File: src/rtl/dmem_latency_pkg.sv
// Shared types and constants for the dmem_latency_model slice.
// Also holds the LFSR constants that are used only when DMEM_LAT_JITTER_EN is defined.
package dmem_latency_pkg;

  typedef enum logic {IDLE = 1'b0, WAIT = 1'b1} state_t;

  localparam int          JITTER_W  = 2;
  localparam logic [15:0] LFSR_SEED = 16'hACE1;
  // Taps 16,14,13,11 map to bit positions 15,13,12,10.
  localparam logic [15:0] LFSR_TAPS = 16'hB400;

  function automatic logic lfsr_feedback(input logic [15:0] s);
    return ^(s & LFSR_TAPS);
  endfunction

endpackage

File: src/rtl/lat_jitter_lfsr.sv
// 16-bit Fibonacci LFSR that supplies 2 bits of latency jitter per accepted request.
// It is instantiated by dmem_latency_model only when DMEM_LAT_JITTER_EN is defined.
module lat_jitter_lfsr
  import dmem_latency_pkg::*;
(
  input  logic                CLK,
  input  logic                RSTn,
  input  logic                i_en,
  output logic [JITTER_W-1:0] o_jitter
);

  logic [15:0] r_lfsr;

  always_ff @(posedge CLK) begin
    if (!RSTn) begin
      r_lfsr <= LFSR_SEED;
    end else if (i_en) begin
      r_lfsr <= {r_lfsr[14:0], lfsr_feedback(r_lfsr)};
    end
  end

  // The current value is used by the request being accepted; the register then steps on.
  assign o_jitter = r_lfsr[JITTER_W-1:0];

endmodule

File: config.mk
export PLATFORM = sky130hd
export DESIGN_NAME = lat_jitter_lfsr
export DESIGN_NICKNAME = d
export VERILOG_FILES = /design/src/rtl/dmem_latency_pkg.sv /design/src/rtl/lat_jitter_lfsr.sv
export SDC_FILE = /design/constraint.sdc
export NUM_CORES = 1
export LEC_CHECK = 0
export ABC_AREA = 0
export ABC_CLOCK_PERIOD_IN_PS = 1950
export CORE_MARGIN = 4
export CORE_UTILIZATION = 40
export DETAILED_ROUTE_END_ITERATION = 10
export RECOVER_POWER = 100
export SLEW_MARGIN = 20
export SYNTH_ARGS = -nofsm -noshare
export SYNTH_HDL_FRONTEND = slang
export SYNTH_SLANG_ARGS = --single-unit
File: constraint.sdc
create_clock -name CLK -period 1.95 [get_ports CLK]
set_input_delay 0.195 -clock CLK [delete_from_list [all_inputs] [get_ports CLK]]
set_output_delay 0.195 -clock CLK [all_outputs]
set_load 0.01 [all_outputs]
==> summary.md <==
| Metric | Value |
|---|---|
| Outcome | complete, no violations |
| Number of antenna violations at the first check in global routing | 0 |
| Via/cell ratio | approximately 4.6 |
| Std cell rows | 14 |
| Inst Count DP | 73 |
| Sequential cell area | about 320 sq um |
| Routability Congestion | roughly 0.58 |
| Latest clock arrival within the worst-skew pair | around 280 ps |
| Routed via count | between 300 and 400 |
| Setup Fix Bufs, Post-CTS | 0 |
| Avg WL per Cell | 10.9 microns |
| Die H | around 48 microns |
| Max frequency | between 600 and 700 MHz |
| Register containing the most flip-flops in the final layout | r_lfsr |
| Total GRT Usage | 0.0877 |
| Minimum setup slack among reg-to-reg paths | 1070 ps |
| Cts repair resizes | 0 |
| Buffer and inverter count on the worst path | 1 |
| Sequential share of the synthesized area | 0.496 |
| Share of layout cells above drive strength 1 | 0.115 |
| Total negative slack for setup checks | 0 ps |
| Clock slew at the register clock pins of the worst setup and hold paths | about 90 ps |
| Reg2Reg Launch Point | r_lfsr[10] |
| Fill cell count | 142 |
| Number of diodes added for antenna fixing | 0 |
| Setup repair after global routing missed its margin | false |
| Post-route worst hold slack | between 400 and 500 ps |
| Worst setup SP type | flip-flop |
| Leading cell types in the layout, fill and taps excluded | dfxtp_1 (16), mux2i_1 (15), nor2b_1 (8), nand2_1 (7), dlygate4sd3_1 (4) |
| Core Box Area | about 0.0015 sq mm |
| I/O pin cnt | 5 |
| Number of cells on the worst reg-to-reg path | 3 |
| Estimated wirelength of the detail-placed design | 565 microns |
| Worst stage delay on the critical path | 610 ps |
| Crit Reg-Reg Endpoint | r_lfsr[0] |
| Die Footprint | 0.00232 sq mm |
| Pin count of the biggest net entering global routing | 18 |
| Pin slew with the least headroom to its limit | roughly 310 ps |
| Path type of the worst min-delay path | reg -> reg |
| Count of TritonRoute iterations in the first routing pass | 1 |
| First-pass GRT wire length | about 1.4 mm |
| Critical-path cell with the highest stage delay | dlygate4sd3_1 |
| Required time at the endpoint of the critical path | 1750 ps |
| CTS hold repair buffers | 0 |
| Crit Path Max Fanout | 3 |
| Cell area after layout | slightly above 700 sq um |
| Count of warnings emitted by yosys | 0 |
| Area of the mapped netlist | around 650 sq um |
| CP startpoint | r_lfsr[1] |
| Final cycle utilization of the critical path | 0.739 |
| TritonCTS buffer count | 3 |
| Synthesis-to-finish area growth | 9.30% |
| Post-layout instance count excluding filler cells | a little under 80 |
| Count of distinct cell types in the synthesized netlist | 12 |
| Post-detailed-routing wire length | 836 microns |
| Area taken by multi-input logic gates | 274 sq um |
| Startpoint of the most critical hold path | r_lfsr[11] |
| Count of port buffers added during placement | 4 |
| Avg Cell Area, Syn | approximately 12 sq um |
| Vias in the first global route | about 320 |
| Worst-case clock buffer depth | 2 |
| Count of maximum capacitance violations | 0 |
| Drc violations | 0 |
| Clock sink count | 16 |
| Starting Density | 0.424 |
| Final-report hold violation count | 0 |
| Total placed instance area | 669 sq um |
| Number of synthesized register bits | 16 |
| Max-slew violations | 0 |
| Die extent in x | 48.2 microns |
| Commonest non-fill, non-tap cell in the layout | dfxtp_1 |
| Master cell of the clock root buffer | clkbuf_4 |
| Data arrival at the endpoint of the critical path | approximately 1300 ps |
| Synthesized instance count | 56 |
| Top Family by Delay on Critical Path | buffers and inverters |
| Number of design-rule violations left by the first detailed-router iteration | 0 |
| Startpoint-to-endpoint class of the critical path | reg -> out |
| Max rail drop VDD | 0.000505 V |
| Final Worst Setup Slack | between 500 and 600 ps |
| CP endpoint kind | primary output |
| Post-layout min period | between 1000 and 1500 ps |
| Regs by FF count | r_lfsr x16 |
| Final antenna-violating net count | 0 |
| Leakage power | 0.309 nW |
| Deepest level of the CTS H-tree | 1 |
| Worst slew margin relative to its limit | 0.792 |
| Cell-by-cell trace of the critical path | dlygate4sd3_1 |
| Global route overflow | 0 |
| WHS Path Cells | 2 |
| Number of nets at the end of the flow | 65 |
| Ratio of total power to cell area | between 900 and 1000 mW/mm^2 |
| Flip-flop count of the largest register after layout | 16 |
| Final count of negative-setup-slack endpoints | 0 |
| Syn nets | 59 |
| Worst Hold Endpoint | r_lfsr[11] |
| Clock skew after layout | 1.31 ps |
| Worst setup slack before clock tree synthesis | 606 ps |
| TritonCTS clock tree | yes |
[cell type report]
type                    instances  share of cell area
flip-flops and latches         16               0.454
repair buffers                  6              0.0780
clock buffers                   4              0.0514
well taps                      16              0.0284
multi-input cells              35               0.388
[power by group]
part | leakage (nW) | switching, W | internal (W)
Clock | 0.0210 | 0.000100 | 0.000114
Sequential | 0.132 | 0.0000152 | 0.000350
Combinational | 0.155 | 0.0000322 | 0.0000453
Total | 0.309 | 0.000148 | 0.000509
[worst reg2reg max path, stage by stage (launching register included)]
cell	delay, ps
dfxtp_1	410
xnor2_2	140
xnor2_1	130
a31oi_1	90
[synth_stat cells]
cell | number | share of area
dfxtp_1 | 16 | 0.50
mux2i_1 | 15 | 0.23
nor2b_1 | 8 | 0.078
nand2_1 | 7 | 0.041
buf_4 | 2 | 0.023
xnor2_1 | 2 | 0.027
a31oi_1 | 1 | 0.0097
buf_12 | 1 | 0.031
buf_2 | 1 | 0.0077
buf_6 | 1 | 0.017
nor3b_1 | 1 | 0.012
xnor2_2 | 1 | 0.025
[worst max-delay path by stage]
stage                   to  slack (ps)  depth (start not counted)
4_1_cts        o_jitter[1]         540                          1
6_report       o_jitter[1]         510                          1
3_3_place_gp     r_lfsr[6]         610                          4
2_1_floorplan    r_lfsr[0]        1140                          3
5_1_grt        o_jitter[1]         440                          1
3_5_place_dp     r_lfsr[6]         610                          4
[per-layer routing]
metal | vias up | share of wire | global-route usage
met5 | - | 0 | 0
met2 | 5 | 0.41 | 0.112
li1 | 193 | - | -
met1 | 160 | 0.52 | 0.118
met3 | 0 | 0.061 | 0.0664
met4 | 0 | 0 | 0.0161
[logic make-up (layout without fill, tap and decap cells)]
| kind of cell | after synthesis | count (layout) | synth area share |
|---|---|---|---|
| mux | 15 | 15 | 0.233 |
| xor+xnor | 3 | 3 | 0.0523 |
| buf+inv | 5 | 10 | 0.0794 |
| flops | 16 | 16 | 0.496 |
| simple gates | 16 | 16 | 0.130 |
| compound gates | 1 | 1 | 0.00970 |
[metrics by stage]
stage	util	power [W]
after floorplan	-	0.000442
after global placement	0.439	0.000454
after detailed placement	0.439	0.000455
after CTS	0.463	0.000677
after global routing	0.463	0.000697
final	0.463	0.000657
No activity file was read; power rests on OpenSTA's default activity.
